### config.mk
export PLATFORM = sky130hd
export DESIGN_NAME = mem_access_unit
export DESIGN_NICKNAME = d
export VERILOG_FILES = /design/src/rtl/riscv_pkg.sv /design/src/rtl/lsu_align.sv /design/src/rtl/mem_access_unit.sv
export SDC_FILE = /design/constraint.sdc
export NUM_CORES = 1
export LEC_CHECK = 0
export ABC_AREA = 1
export BUFFER_PORTS_ARGS = -buffer_cell sky130_fd_sc_hd__buf_2
export CORE_MARGIN = 2
export CORE_UTILIZATION = 50
export DETAILED_ROUTE_END_ITERATION = 7
export PLACE_DENSITY = 0.81
export SLEW_MARGIN = 20
export SYNTH_ARGS = -nofsm -noshare
export SYNTH_HDL_FRONTEND = slang
export SYNTH_HIERARCHICAL = 1
export SYNTH_SLANG_ARGS = --single-unit
### constraint.sdc
create_clock -name clk -period 2.2 [get_ports clk]
set_input_delay 0.44 -clock clk [delete_from_list [all_inputs] [get_ports clk]]
set_output_delay 0.44 -clock clk [all_outputs]
set_load 0.01 [all_outputs]
### src/rtl/riscv_pkg.sv
// Shared constants and types for the memory-access stage.
package riscv_pkg;

    localparam int unsigned XLEN = 32;

    // Load/store size and sign encodings carried in funct3
    localparam logic [2:0] F3_B  = 3'b000;
    localparam logic [2:0] F3_H  = 3'b001;
    localparam logic [2:0] F3_W  = 3'b010;
    localparam logic [2:0] F3_BU = 3'b100;
    localparam logic [2:0] F3_HU = 3'b101;

    typedef enum logic [0:0] {
        StIdle = 1'b0,
        StBusy = 1'b1
    } lsu_state_t;

endpackage

### src/rtl/lsu_align.sv
// Combinational lane logic: store byte enables and replication, access legality
// checking, and load byte/half extraction with sign or zero extension.
module lsu_align
    import riscv_pkg::*;
(
    input  logic            mem_read_i,
    input  logic            mem_write_i,
    input  logic [2:0]      funct3_i,
    input  logic [1:0]      addr_lo_i,
    input  logic [XLEN-1:0] store_data_i,
    output logic [3:0]      be_o,
    output logic [XLEN-1:0] wdata_o,
    output logic            err_o,
    input  logic [2:0]      ld_funct3_i,
    input  logic [1:0]      ld_offset_i,
    input  logic [XLEN-1:0] rdata_i,
    output logic [XLEN-1:0] ld_data_o
);

    logic       w_illegal;
    logic       w_misaligned;
    logic [7:0] w_byte;
    logic [15:0] w_half;

    // Request side: lanes for stores, legality for both directions
    always_comb begin
        w_illegal    = 1'b0;
        w_misaligned = 1'b0;
        be_o         = 4'b1111;
        wdata_o      = store_data_i;
        if (mem_write_i) begin
            case (funct3_i)
                F3_B: begin
                    be_o    = 4'b0001 << addr_lo_i;
                    wdata_o = {4{store_data_i[7:0]}};
                end
                F3_H: begin
                    be_o         = 4'b0011 << {addr_lo_i[1], 1'b0};
                    wdata_o      = {2{store_data_i[15:0]}};
                    w_misaligned = addr_lo_i[0];
                end
                F3_W:    w_misaligned = |addr_lo_i;
                default: w_illegal    = 1'b1;
            endcase
        end else begin
            case (funct3_i)
                F3_B, F3_BU: w_misaligned = 1'b0;
                F3_H, F3_HU: w_misaligned = addr_lo_i[0];
                F3_W:        w_misaligned = |addr_lo_i;
                default:     w_illegal    = 1'b1;
            endcase
        end
        err_o = (mem_read_i & mem_write_i) | w_illegal | w_misaligned;
    end

    // Response side: pick the addressed byte/half and extend it
    always_comb begin
        case (ld_offset_i)
            2'd0:    w_byte = rdata_i[7:0];
            2'd1:    w_byte = rdata_i[15:8];
            2'd2:    w_byte = rdata_i[23:16];
            default: w_byte = rdata_i[31:24];
        endcase
        w_half = ld_offset_i[1] ? rdata_i[31:16] : rdata_i[15:0];
        case (ld_funct3_i)
            F3_B:    ld_data_o = {{(XLEN-8){w_byte[7]}}, w_byte};
            F3_BU:   ld_data_o = {{(XLEN-8){1'b0}}, w_byte};
            F3_H:    ld_data_o = {{(XLEN-16){w_half[15]}}, w_half};
            F3_HU:   ld_data_o = {{(XLEN-16){1'b0}}, w_half};
            default: ld_data_o = rdata_i;
        endcase
    end

endmodule

### src/rtl/mem_access_unit.sv
// Memory-stage responder: runs one req/ack data-memory transaction per load or
// store, stalls upstream while it is outstanding, and emits a registered
// writeback beat for every valid instruction.
module mem_access_unit
    import riscv_pkg::*;
(
    input  logic            clk,
    input  logic            rst_n,
    input  logic            valid_i,
    input  logic            mem_read_i,
    input  logic            mem_write_i,
    input  logic            mem_to_reg_i,
    input  logic            reg_write_i,
    input  logic [2:0]      funct3_i,
    input  logic [4:0]      rd_i,
    input  logic [XLEN-1:0] alu_result_i,
    input  logic [XLEN-1:0] store_data_i,
    output logic            stall_o,
    output logic            dmem_req_o,
    output logic            dmem_we_o,
    output logic [XLEN-1:0] dmem_addr_o,
    output logic [3:0]      dmem_be_o,
    output logic [XLEN-1:0] dmem_wdata_o,
    input  logic            dmem_ack_i,
    input  logic [XLEN-1:0] dmem_rdata_i,
    output logic            wb_valid_o,
    output logic            wb_we_o,
    output logic [4:0]      wb_rd_o,
    output logic [XLEN-1:0] wb_data_o,
    output logic            err_o
);

    lsu_state_t      r_state;
    lsu_state_t      w_state_next;

    // Latched request
    logic            r_we;
    logic [XLEN-1:0] r_addr;
    logic [3:0]      r_be;
    logic [XLEN-1:0] r_wdata;
    logic [4:0]      r_rd;
    logic [2:0]      r_funct3;
    logic [1:0]      r_offset;
    logic            r_ld_we;

    // Writeback beat
    logic            r_wb_valid;
    logic            r_wb_we;
    logic [4:0]      r_wb_rd;
    logic [XLEN-1:0] r_wb_data;
    logic            r_err;

    logic            w_is_mem;
    logic            w_bad;
    logic            w_idle_valid;
    logic            w_accept;
    logic            w_done;
    logic [3:0]      w_be;
    logic [XLEN-1:0] w_wdata;
    logic [XLEN-1:0] w_ld_data;

    assign w_is_mem     = mem_read_i | mem_write_i;
    assign w_idle_valid = (r_state == StIdle) & valid_i;
    assign w_accept     = w_idle_valid & w_is_mem & ~w_bad;
    assign w_done       = (r_state == StBusy) & dmem_ack_i;

    lsu_align u_align (
        .mem_read_i   (mem_read_i),
        .mem_write_i  (mem_write_i),
        .funct3_i     (funct3_i),
        .addr_lo_i    (alu_result_i[1:0]),
        .store_data_i (store_data_i),
        .be_o         (w_be),
        .wdata_o      (w_wdata),
        .err_o        (w_bad),
        .ld_funct3_i  (r_funct3),
        .ld_offset_i  (r_offset),
        .rdata_i      (dmem_rdata_i),
        .ld_data_o    (w_ld_data)
    );

    // State register
    always_ff @(posedge clk or negedge rst_n) begin
        if (!rst_n) begin
            r_state <= StIdle;
        end else begin
            r_state <= w_state_next;
        end
    end

    // Next-state: one outstanding request, always returning through IDLE
    always_comb begin
        w_state_next = r_state;
        unique case (r_state)
            StIdle: if (w_accept) w_state_next = StBusy;
            StBusy: if (dmem_ack_i) w_state_next = StIdle;
            default: w_state_next = StIdle;
        endcase
    end

    // FSM outputs: request follows BUSY so an async reset drops it at once
    always_comb begin
        stall_o    = 1'b0;
        dmem_req_o = 1'b0;
        unique case (r_state)
            StIdle: stall_o = w_accept;
            StBusy: begin
                stall_o    = ~dmem_ack_i;
                dmem_req_o = 1'b1;
            end
            default: ;
        endcase
    end

    // Request capture; held stable for the whole transaction
    always_ff @(posedge clk or negedge rst_n) begin
        if (!rst_n) begin
            r_we     <= 1'b0;
            r_addr   <= '0;
            r_be     <= '0;
            r_wdata  <= '0;
            r_rd     <= '0;
            r_funct3 <= '0;
            r_offset <= '0;
            r_ld_we  <= 1'b0;
        end else if (w_accept) begin
            r_we     <= mem_write_i;
            r_addr   <= {alu_result_i[XLEN-1:2], 2'b00};
            r_be     <= w_be;
            r_wdata  <= w_wdata;
            r_rd     <= rd_i;
            r_funct3 <= funct3_i;
            r_offset <= alu_result_i[1:0];
            r_ld_we  <= reg_write_i & mem_to_reg_i;
        end
    end

    // Writeback beat: single-cycle pulse after a non-mem op, an error or an ack
    always_ff @(posedge clk or negedge rst_n) begin
        if (!rst_n) begin
            r_wb_valid <= 1'b0;
            r_wb_we    <= 1'b0;
            r_wb_rd    <= '0;
            r_wb_data  <= '0;
            r_err      <= 1'b0;
        end else begin
            r_wb_valid <= 1'b0;
            r_wb_we    <= 1'b0;
            r_err      <= 1'b0;
            if (w_idle_valid && !w_is_mem) begin
                r_wb_valid <= 1'b1;
                r_wb_we    <= reg_write_i;
                r_wb_rd    <= rd_i;
                r_wb_data  <= alu_result_i;
            end else if (w_idle_valid && w_bad) begin
                r_wb_valid <= 1'b1;
                r_wb_rd    <= rd_i;
                r_wb_data  <= '0;
                r_err      <= 1'b1;
            end else if (w_done) begin
                r_wb_valid <= 1'b1;
                r_wb_we    <= ~r_we & r_ld_we;
                r_wb_rd    <= r_rd;
                r_wb_data  <= r_we ? '0 : w_ld_data;
            end
        end
    end

    assign dmem_we_o    = r_we;
    assign dmem_addr_o  = r_addr;
    assign dmem_be_o    = r_be;
    assign dmem_wdata_o = r_wdata;
    assign wb_valid_o   = r_wb_valid;
    assign wb_we_o      = r_wb_we;
    assign wb_rd_o      = r_wb_rd;
    assign wb_data_o    = r_wb_data;
    assign err_o        = r_err;

endmodule

==> results.sh, run 1 <==
export IMPL_holdCritPathClass="input port to register"
export IMPL_port_buffers=220
export IMPL_avgRoutedWirePerCell_um=14.2
export IMPL_num_antenna_cells=0
export IMPL_power_ir_vdd_worst_uv=568
export IMPL_p_comb_share_pct=35.6
export IMPL_syn2layout_area_growth_pct=23.8
export IMPL_synthesis_area_mm2=0.00707
export IMPL_power_switching_fraction_pct=36.9
export IMPL_ctsRootBufferMaster="sky130_fd_sc_hd__clkbuf_16"
export IMPL_timing_critical_path_arrival_ns=2.41
export IMPL_grt_first_pass_wirelength_um=31900
export IMPL_drt_antenna_violating_nets=0
export IMPL_syn_inst_count=1020
export IMPL_fp_dieArea_mm2=0.0151
export IMPL_numClockSinks=119
export IMPL_setup_viol=0
export IMPL_power_static_leakage_nw=5.42
export IMPL_worstRegToRegCells=12
export IMPL_synthDistinctLibCells=30
export IMPL_dr_vias=7018
export IMPL_final_setup_skew_ns=0.00859
export IMPL_vias_per_cell=4.99
export IMPL_final_max_slew_violation_count=0
export IMPL_crit_reg2reg_launch="r_offset[1]"
export IMPL_row_count=43
export IMPL_power_internal_mw=5.87
export IMPL_period_share_pct=93.9
export IMPL_drc_errors=0
export IMPL_start_util_pct=51.2
export IMPL_mostFrequentLayoutCell="sky130_fd_sc_hd__nand2_1"
export IMPL_drive_gt1_share_pct=25.2
export IMPL_globalplace_congestion=0.907
export IMPL_final_net_count=1325
export IMPL_routed_wirelength_um=20000
export IMPL_grt_total_usage_pct=27.2
export IMPL_totalNegativeSetupSlack_ns=0
export IMPL_regToRegSetupSlack_ns=0.13
export IMPL_count_of_maximum_capacitance_violations=0
export IMPL_die_h_um=123
export IMPL_final_core_util_pct=63.3
export IMPL_total_power_mw=9.31
export IMPL_nFillCells=1267
export IMPL_p_sw_mw=3.44
export IMPL_total_global_routing_overflow=0
export IMPL_endpoint="wb_data_o[8]"
export IMPL_detail_route_first_pass_iterations=6
export IMPL_worst_r2r_endpoint="wb_data_o[8]"
export IMPL_number_of_warnings_printed_during_yosys_synthesis=6
export IMPL_grt_antenna_before_repair=0
export IMPL_finalHoldViolCount=0
export IMPL_cts_tree="yes"
export IMPL_setup_worst_path_start_class="register"
export IMPL_unrepaired_setup_endpoints_after_global_routing="no"
export IMPL_ys_seq_elements=119
export IMPL_seqPwrFrac_pct=34.5
export IMPL_timing_critical_path_fanout_max=26
export IMPL_clkLatencyLatePin_ns=0.41
export IMPL_clk_pin_slew_worst_paths_ns=0.06
export IMPL_crit_type="register to register"
export IMPL_fmaxAchievable_mhz=484
export IMPL_end_kind="register"
export IMPL_dieWidth_um=123
export IMPL_mean_instance_size_in_the_synthesized_netlist_um2=6.94
export IMPL_power_clock_fraction_pct=29.9
export IMPL_maximum_number_of_pins_on_one_net_before_global_route_repair=157
export IMPL_synth_seq_area_share_pct=42.1
export IMPL_core_area_mm2=0.0138
export IMPL_ctsHtreeMaxLevel=4
export IMPL_hpwlAfterDp_um=14200
export IMPL_cts_inserted_buffers=17
export IMPL_timing_slew_headroom_pct=57.4
export IMPL_outcome="finished clean"
export IMPL_vias_in_the_first_global_route=6573
export IMPL_worst_ep_required_time_ns=2.55
export IMPL_layout_min_cycle_time_ns=2.07
export IMPL_worstSetupStartpoint="r_offset[1]"
export IMPL_power_density_mw_per_mm2=1060
export IMPL_layout_cells_most_common_list="sky130_fd_sc_hd__nand2_1 (440), sky130_fd_sc_hd__buf_2 (219), sky130_fd_sc_hd__inv_1 (132), sky130_fd_sc_hd__dfrtp_1 (118), sky130_fd_sc_hd__o21ai_1 (59)"
export IMPL_clockBufferDepth=2
export IMPL_ios=223
export IMPL_drt_first_iter_violations=450
export IMPL_worst_slew_pin_transition_ns=0.639
==> repair_timing <==
item	in CTS	in global routing
hold buffers	1	0
endpoints found under the hold margin	30	0
endpoints found under the setup margin	0	3
buffers inserted	0	0
gates resized for setup	0	1
==> worst min-delay path by stage <==
stage,depth (start not counted),endpoint,slack [ns],startpoint
4_1_cts,2,r_state,0.24,dmem_ack_i
3_3_place_gp,1,wb_data_o[3],0.41,rst_n
6_report,2,r_state,0.26,dmem_ack_i
2_1_floorplan,0,dmem_addr_o[10],0.14,rst_n
5_1_grt,3,dmem_addr_o[5],0.28,alu_result_i[5]
3_5_place_dp,1,wb_data_o[3],0.41,rst_n
==> power groups by stage <==
stage               Combinational, mW  Sequential, mW  Clock, mW
floorplan                        1.89            3.44          0
global placement                 3.23            3.22          0
detailed placement               3.30            3.22          0
CTS                              3.32            3.21       2.83
global route                     3.74            3.29       2.93
finish                           3.32            3.21       2.78
==> per-layer routing <==
layer,wire length [µm],vias to the layer above,global-route usage [%]
met1,8220,3163,33.8
met5,0,-,0
met4,603,0,12.6
li1,-,3493,-
met3,1760,50,6.69
met2,9370,312,44.7
==> synthesized netlist by cell type <==
cell type	instances	area [µm²]
sky130_fd_sc_hd__a21o_1	1	7.51
sky130_fd_sc_hd__a21oi_1	4	20.0
sky130_fd_sc_hd__buf_2	20	100
sky130_fd_sc_hd__buf_4	19	143
sky130_fd_sc_hd__buf_6	15	169
sky130_fd_sc_hd__clkbuf_1	8	30.0
sky130_fd_sc_hd__clkinv_1	1	3.75
sky130_fd_sc_hd__conb_1	1	3.75
sky130_fd_sc_hd__dfrtp_1	119	2980
sky130_fd_sc_hd__inv_1	132	495
sky130_fd_sc_hd__inv_2	6	22.5
sky130_fd_sc_hd__inv_4	1	6.26
sky130_fd_sc_hd__nand2_1	440	1650
sky130_fd_sc_hd__nand2_2	2	12.5
sky130_fd_sc_hd__nand2_4	3	33.8
sky130_fd_sc_hd__nand3_1	54	270
sky130_fd_sc_hd__nand3_2	21	210
sky130_fd_sc_hd__nand3_4	3	52.6
sky130_fd_sc_hd__nand3b_2	1	11.3
sky130_fd_sc_hd__nor2_1	51	191
sky130_fd_sc_hd__nor2_2	2	12.5
sky130_fd_sc_hd__nor2_4	3	33.8
sky130_fd_sc_hd__nor2_8	2	40.0
sky130_fd_sc_hd__nor3_1	1	5.00
sky130_fd_sc_hd__nor3_2	1	10.0
sky130_fd_sc_hd__o211ai_1	4	30.0
sky130_fd_sc_hd__o21ai_0	44	220
sky130_fd_sc_hd__o21ai_1	59	295
sky130_fd_sc_hd__o21bai_1	1	7.51
sky130_fd_sc_hd__o31ai_1	1	7.51
==> through the flow <==
stage | cell area (µm²) | hold slack [ns] | worst slack [ns] | instances
4_1_cts | 8750 | 0.242 | 0.156 | 1406
3_5_place_dp | 8150 | 0.410 | 0.135 | 1373
5_1_grt | 8750 | 0.276 | 0.00294 | 1406
6_report | 8750 | 0.258 | 0.134 | 1406
2_1_floorplan | 7080 | 0.144 | 0.199 | 1021
3_3_place_gp | 8150 | 0.414 | 0.188 | 1373
==> layout make-up <==
cell class                 instances  area [µm²]  area share, %
multi-input combinational        700        3140           35.9
sequential                       119        2980           34.0
timing repair buffer             235        1290           14.8
inverter                         140         528           6.03
clock buffer                      20         437           4.99
tap                              180         225           2.57
clock inverter                    12         153           1.74
==> kinds of logic after synthesis <==
kind of cell	Yosys count	share of synthesized area [%]
AND/OR/NAND/NOR	584	35.8
buffers and inverters	202	13.7
flip-flops	119	42.1
AO/OA/AOI/OAI	114	8.31
other	1	0.0530
==> sequential cells by signal (all words and copies together), names as in the netlist <==
name and count:
wb_valid_o 1, r_rd 5, dmem_be_o 4, err_o 1
wb_rd_o 5, r_funct3 3, wb_we_o 1, dmem_addr_o 30
dmem_wdata_o 32, r_ld_we 1, dmem_we_o 1, wb_data_o 32
r_offset 2, r_state 1
==> worst max-delay path, cell delays in order (launching register included) <==
cell and delay, ns:
sky130_fd_sc_hd__dfrtp_1 0.45, sky130_fd_sc_hd__buf_12 0.20, sky130_fd_sc_hd__nor2_8 0.17, sky130_fd_sc_hd__nand2_1 0.09
sky130_fd_sc_hd__nand2_2 0.10, sky130_fd_sc_hd__nand3_4 0.33, sky130_fd_sc_hd__nand3_2 0.16, sky130_fd_sc_hd__inv_1 0.05
sky130_fd_sc_hd__nor2_1 0.10, sky130_fd_sc_hd__nand3_1 0.14, sky130_fd_sc_hd__nand2_1 0.09, sky130_fd_sc_hd__nand2_1 0.05
sky130_fd_sc_hd__nand2_1 0.06
No activity file was read; power rests on OpenSTA's default activity.
==> run 2, diff against run 1 <==
--- a/config.mk
+++ b/config.mk
@@ -8,9 +8,8 @@
 export ABC_AREA = 1
 export BUFFER_PORTS_ARGS = -buffer_cell sky130_fd_sc_hd__buf_2
 export CORE_MARGIN = 2
-export CORE_UTILIZATION = 50
+export CORE_UTILIZATION = 25
 export DETAILED_ROUTE_END_ITERATION = 7
-export PLACE_DENSITY = 0.81
 export SLEW_MARGIN = 20
 export SYNTH_ARGS = -nofsm -noshare
 export SYNTH_HDL_FRONTEND = slang
==> run 2 against run 1 <==
Compared with the run above: highest routed layer is now met5; largest power group unchanged; critical path type unchanged; register-to-register slack better by 0.10 ns; sequential power about the same; core utilization down 31 points.
==> results.sh, run 2 (synthesis results as in run 1) <==
export IMPL_regToRegSetupSlack_ns=0.24
export IMPL_dieWidth_um=172
export IMPL_ctsRootBufferMaster="sky130_fd_sc_hd__clkbuf_16"
export IMPL_outcome="finished clean"
export IMPL_cts_inserted_buffers=17
export IMPL_holdCritPathClass="input port to register"
export IMPL_layout_cells_most_common_list="sky130_fd_sc_hd__nand2_1 (440), sky130_fd_sc_hd__buf_2 (219), sky130_fd_sc_hd__inv_1 (132), sky130_fd_sc_hd__dfrtp_1 (119), sky130_fd_sc_hd__o21ai_1 (59)"
export IMPL_final_net_count=1331
export IMPL_cell_type_group_with_the_largest_total_delay_on_the_critical_path="simple AND/OR/NAND/NOR gates"
export IMPL_grt_antenna_before_repair=3
export IMPL_numClockSinks=119
export IMPL_cts_tree="yes"
export IMPL_worstSetupStartpoint="r_offset[1]"
export IMPL_finalHoldViolCount=0
export IMPL_unrepaired_setup_endpoints_after_global_routing="no"
export IMPL_period_share_pct=89.2
export IMPL_hold_path_startpoint="reg_write_i"
export IMPL_power_static_leakage_nw=5.42
export IMPL_worst_ep_required_time_ns=2.50
export IMPL_final_setup_skew_ns=0.0110
export IMPL_total_global_routing_overflow=0
export IMPL_globalplace_congestion=0.858
export IMPL_fp_dieArea_mm2=0.0297
export IMPL_clk_pin_slew_worst_paths_ns=0.06
export IMPL_crit_reg2reg_launch="r_offset[1]"
export IMPL_start_util_pct=25.4
export IMPL_power_density_mw_per_mm2=1030
export IMPL_layout_min_cycle_time_ns=1.96
export IMPL_grt_total_usage_pct=15.9
export IMPL_drt_first_iter_violations=473
export IMPL_ctsHtreeMaxLevel=4
export IMPL_count_of_maximum_capacitance_violations=0
export IMPL_vias_per_cell=4.32
export IMPL_timing_critical_path_arrival_ns=2.27
export IMPL_final_max_slew_violation_count=0
export IMPL_row_count=61
export IMPL_hpwlAfterDp_um=17300
export IMPL_detail_route_first_pass_iterations=7
export IMPL_path_buf_inv=4
export IMPL_clockBufferDepth=2
export IMPL_timing_critical_path_fanout_max=17
export IMPL_grt_first_pass_wirelength_um=36100
export IMPL_die_h_um=172
export IMPL_holdWs_ns=0.252
export IMPL_syn2layout_area_growth_pct=27.4
export IMPL_timing_slew_headroom_pct=58.2
export IMPL_end_kind="register"
export IMPL_critical_path_most_common_cell="sky130_fd_sc_hd__nand2_1"
export IMPL_maximum_number_of_pins_on_one_net_before_global_route_repair=157
export IMPL_drive_gt1_share_pct=25.5
export IMPL_ios=223
export IMPL_core_area_mm2=0.0279
export IMPL_setup_viol=0
export IMPL_dr_vias=6951
export IMPL_fmaxAchievable_mhz=509
export IMPL_critPathSlowestCell="sky130_fd_sc_hd__dfrtp_1"
export IMPL_port_buffers=220
export IMPL_path_cells="buf_12 -> inv_4 -> nand2_4 -> nand2_1 -> nand2_2 -> nand3_4 -> buf_6 -> nand3_2 -> inv_1 -> nor2_1 -> nand3_1 -> nand2_1 -> nand2_1 -> nand2_1"
export IMPL_worst_slew_pin_transition_ns=0.627
export IMPL_drc_errors=0
export IMPL_crit_type="register to register"
export IMPL_delay_of_the_slowest_cell_on_the_worst_path_ns=0.46
export IMPL_routed_wirelength_um=23300
export IMPL_avgRoutedWirePerCell_um=14.5
export IMPL_setup_worst_path_start_class="register"
export IMPL_final_core_util_pct=32.4
export IMPL_power_ir_vdd_worst_uv=425
export IMPL_clkLatencyLatePin_ns=0.42
export IMPL_vias_in_the_first_global_route=6544
export IMPL_mostFrequentLayoutCell="sky130_fd_sc_hd__nand2_1"
export IMPL_totalNegativeSetupSlack_ns=0
export IMPL_drt_antenna_violating_nets=0
export IMPL_postCtsSetupBuffers=0
run 2: changes by cell type in the layout (fill, tap and decap cells not counted), moves of 2 or more:
cell / change
sky130_fd_sc_hd__buf_6: +2
sky130_fd_sc_hd__clkbuf_1: -3
sky130_fd_sc_hd__clkinvlp_4: +3
sky130_fd_sc_hd__diode_2: +2
sky130_fd_sc_hd__clkinv_4: -3
sky130_fd_sc_hd__buf_4: +5
sky130_fd_sc_hd__clkbuf_8: +2
run 2: per-layer routing:
metal | vias to the layer above | part of all wire, % | global-route usage (%)
met3 | 28 | 7.9 | 4.10
met5 | - | 0.056 | 0
met1 | 3165 | 45 | 20.8
met4 | 2 | 1.8 | 4.82
li1 | 3493 | - | -
met2 | 263 | 45 | 25.9
run 2: timing repair:
action | CTS | global route
resized for setup | 0 | 1
endpoints found under the hold margin | 38 | 0
hold buffers | 1 | 0
endpoints found under the setup margin | 0 | 6
run 2: worst paths after layout:
check	end	cells after the start
min	wb_we_o	3
max in group asynchronous	dmem_wdata_o[28]	3
max	wb_data_o[14]	14
max reg2reg	wb_data_o[14]	14
min in group asynchronous	dmem_wdata_o[26]	2
min reg2reg	wb_data_o[0]	2
run 2: metrics by stage:
stage                     cells  area (µm²)  power, mW  worst slack, ns
after floorplan            1021        7080       5.33            0.199
after global placement     1577        8440       6.51            0.186
after detailed placement   1577        8440       6.57            0.127
after CTS                  1606        9010       9.41            0.180
after global routing       1608        9010       10.0           0.0649
final                      1608        9010       9.27            0.237
run 2: power breakdown:
part / internal [mW] / switching (mW) / total (mW)
Sequential: 2.81 / 0.412 / 3.22
Clock: 1.69 / 1.07 / 2.76
Combinational: 1.29 / 2.00 / 3.29
run 2: worst min-delay path, cell delays in order:
cell and delay (ns):
sky130_fd_sc_hd__buf_2 0.09, sky130_fd_sc_hd__nand2_1 0.05, sky130_fd_sc_hd__o31ai_1 0.05
run 2: cell type report:
class                           instances  area (µm²)
Antenna cell                            2        5.00
Clock buffer                           19         453
Clock inverter                          9         105
Fill cell                            3046       18800
Inverter                              140         528
Multi-Input combinational cell        700        3140
Sequential cell                       119        2980
Tap cell                              378         473
Timing Repair Buffer                  241        1330
==> run 3, diff against run 2 <==
==> constraint.sdc (replaced) <==
create_clock -name clk -period 2.2 [get_ports clk]
set_input_delay 0.44 -clock clk [delete_from_list [all_inputs] [get_ports clk]]
set_output_delay 0.44 -clock clk [all_outputs]
set_load 0.1 [all_outputs]
==> run 3 against run 2 <==
Compared with the run above: wire length about the same; worst setup slack improved by 0.017 ns; die area stayed put; clock skew is 0.0010 ns lower; cell count is 0.19% higher; critical path type unchanged; critical endpoint is now wb_data_o[24]; largest cell class unchanged; highest routed layer is now met4.
==> results.sh, run 3 (synthesis results as in run 1) <==
export IMPL_holdWs_ns=0.247
export IMPL_totalNegativeSetupSlack_ns=0
export IMPL_port_buffers=220
export IMPL_postCtsSetupBuffers=0
export IMPL_worst_slew_pin_transition_ns=0.655
export IMPL_power_static_leakage_nw=5.45
export IMPL_unrepaired_setup_endpoints_after_global_routing="no"
export IMPL_routed_wirelength_um=23300
export IMPL_grt_antenna_before_repair=2
export IMPL_crit_type="register to register"
export IMPL_power_density_mw_per_mm2=1480
export IMPL_drc_errors=0
export IMPL_worstRegToRegCells=11
export IMPL_mostFrequentLayoutCell="sky130_fd_sc_hd__nand2_1"
export IMPL_regToRegSetupSlack_ns=0.25
export IMPL_clk_pin_slew_worst_paths_ns=0.06
export IMPL_delay_of_the_slowest_cell_on_the_worst_path_ns=0.68
export IMPL_layout_min_cycle_time_ns=1.95
export IMPL_hpwlAfterDp_um=17400
export IMPL_syn2layout_area_growth_pct=28.8
export IMPL_holdCritPathClass="input port to register"
export IMPL_worst_r2r_endpoint="wb_data_o[24]"
export IMPL_globalplace_congestion=0.864
export IMPL_final_setup_skew_ns=0.00993
export IMPL_layout_cells_most_common_list="sky130_fd_sc_hd__nand2_1 (440), sky130_fd_sc_hd__buf_2 (217), sky130_fd_sc_hd__inv_1 (132), sky130_fd_sc_hd__dfrtp_1 (117), sky130_fd_sc_hd__o21ai_1 (59)"
export IMPL_timing_critical_path_fanout_max=12
export IMPL_clockBufferDepth=2
export IMPL_drive_gt1_share_pct=25.8
export IMPL_power_ir_vdd_worst_uv=774
export IMPL_core_area_mm2=0.0279
export IMPL_die_h_um=172
export IMPL_grt_total_usage_pct=15.8
export IMPL_critical_path_most_common_cell="sky130_fd_sc_hd__nand2_1"
export IMPL_worst_hold_path_endpoint="wb_we_o"
export IMPL_timing_critical_path_arrival_ns=2.25
export IMPL_count_of_maximum_capacitance_violations=0
export IMPL_row_count=61
export IMPL_cts_tree="yes"
export IMPL_ctsRootBufferMaster="sky130_fd_sc_hd__clkbuf_16"
export IMPL_ctsHtreeMaxLevel=4
export IMPL_setup_viol=0
export IMPL_hold_path_startpoint="reg_write_i"
export IMPL_timing_slew_headroom_pct=56.4
export IMPL_fin_cells=1611
export IMPL_path_cells="nand2_4 -> inv_2 -> nand2_1 -> nand3_4 -> nand3_1 -> inv_1 -> nor2_1 -> nand3_1 -> nand2_1 -> nand2_1 -> nand2_1"
export IMPL_min_path_cells=3
export IMPL_crit_reg2reg_launch="r_offset[0]"
export IMPL_start_util_pct=25.4
export IMPL_critPathSlowestCell="sky130_fd_sc_hd__dfrtp_1"
export IMPL_grt_first_pass_wirelength_um=36100
export IMPL_final_max_slew_violation_count=0
export IMPL_finalHoldViolCount=0
export IMPL_outcome="finished clean"
export IMPL_avgRoutedWirePerCell_um=14.5
export IMPL_cts_inserted_buffers=17
export IMPL_ios=223
export IMPL_numClockSinks=119
export IMPL_period_share_pct=88.5
export IMPL_vias_per_cell=4.31
export IMPL_end_kind="register"
export IMPL_drt_first_iter_violations=391
export IMPL_detail_route_first_pass_iterations=6
export IMPL_dieWidth_um=172
export IMPL_total_global_routing_overflow=0
export IMPL_fp_dieArea_mm2=0.0297
export IMPL_setup_worst_path_start_class="register"
export IMPL_fmaxAchievable_mhz=514
export IMPL_dr_vias=6950
export IMPL_vias_in_the_first_global_route=6624
export IMPL_maximum_number_of_pins_on_one_net_before_global_route_repair=58
export IMPL_drt_antenna_violating_nets=0
export IMPL_final_net_count=1330
export IMPL_worst_ep_required_time_ns=2.51
export IMPL_placed_cells=1575
export IMPL_clkLatencyLatePin_ns=0.42
[run 3: cell count changes in the layout (fill, tap and decap cells not counted), sizes merged]
cell / delta
buf: -2
bufinv: +1
clkbuf: +1
clkinv: +3
clkinvlp: -2
inv: +1
nand3: +1
[run 3: per-layer routing]
metal | global-route usage [%] | part of all wire, %
met1 | 20.7 | 45
met2 | 25.2 | 44
met3 | 4.83 | 8.5
met4 | 4.06 | 1.5
met5 | 0 | 0
[run 3: critical path, delay by kind of cell, from the launching register on]
kind / cells / cell delay [ns]
simple gates: 9 / 0.97
flops: 1 / 0.68
buf+inv: 2 / 0.18
[run 3: through the flow]
stage	area, µm²	setup slack, ns	total power, mW	util, %
3_3_place_gp	8480	0.206	10.5	30.4
6_report	9110	0.254	13.5	32.7
4_1_cts	9090	0.124	13.5	32.6
5_1_grt	9110	0.0516	14.2	32.7
3_5_place_dp	8480	0.151	10.5	30.4
2_1_floorplan	7090	0.0910	9.23	-
[run 3: worst max path at each step]
| stage | startpoint | to | slack [ns] |
|---|---|---|---|
| 2_1_floorplan | mem_write_i | stall_o | 0.09 |
| 3_3_place_gp | funct3_i[2] | wb_data_o[4] | 0.21 |
| 3_5_place_dp | r_offset[1] | wb_data_o[24] | 0.15 |
| 4_1_cts | r_offset[1] | wb_data_o[28] | 0.12 |
| 5_1_grt | r_offset[0] | wb_data_o[25] | 0.05 |
| 6_report | r_offset[0] | wb_data_o[24] | 0.25 |
[run 3: what timing repair did]
action / in CTS / in global routing
setup endpoints to repair: 0 / 12
resized for setup: 0 / 2
endpoints found under the hold margin: 47 / 0
hold buffers: 1 / 0
[run 3: area by class of cell]
cell class | instances | area (µm²)
repair buffers | 239 | 1360
clock inverters | 12 | 151
clock buffers | 20 | 447
well taps | 378 | 473
diodes | 2 | 5.00
inverters | 140 | 528
multi-input cells | 701 | 3170
fillers | 3056 | 18700
flip-flops and latches | 119 | 2980
[run 3: where the power goes]
part           leakage, nW  switching [mW]  internal (mW)
sequential            1.51           0.412           2.81
clock                0.290            1.12           1.81
combinational         3.66            6.01           1.30
total                 5.45            7.54           5.91
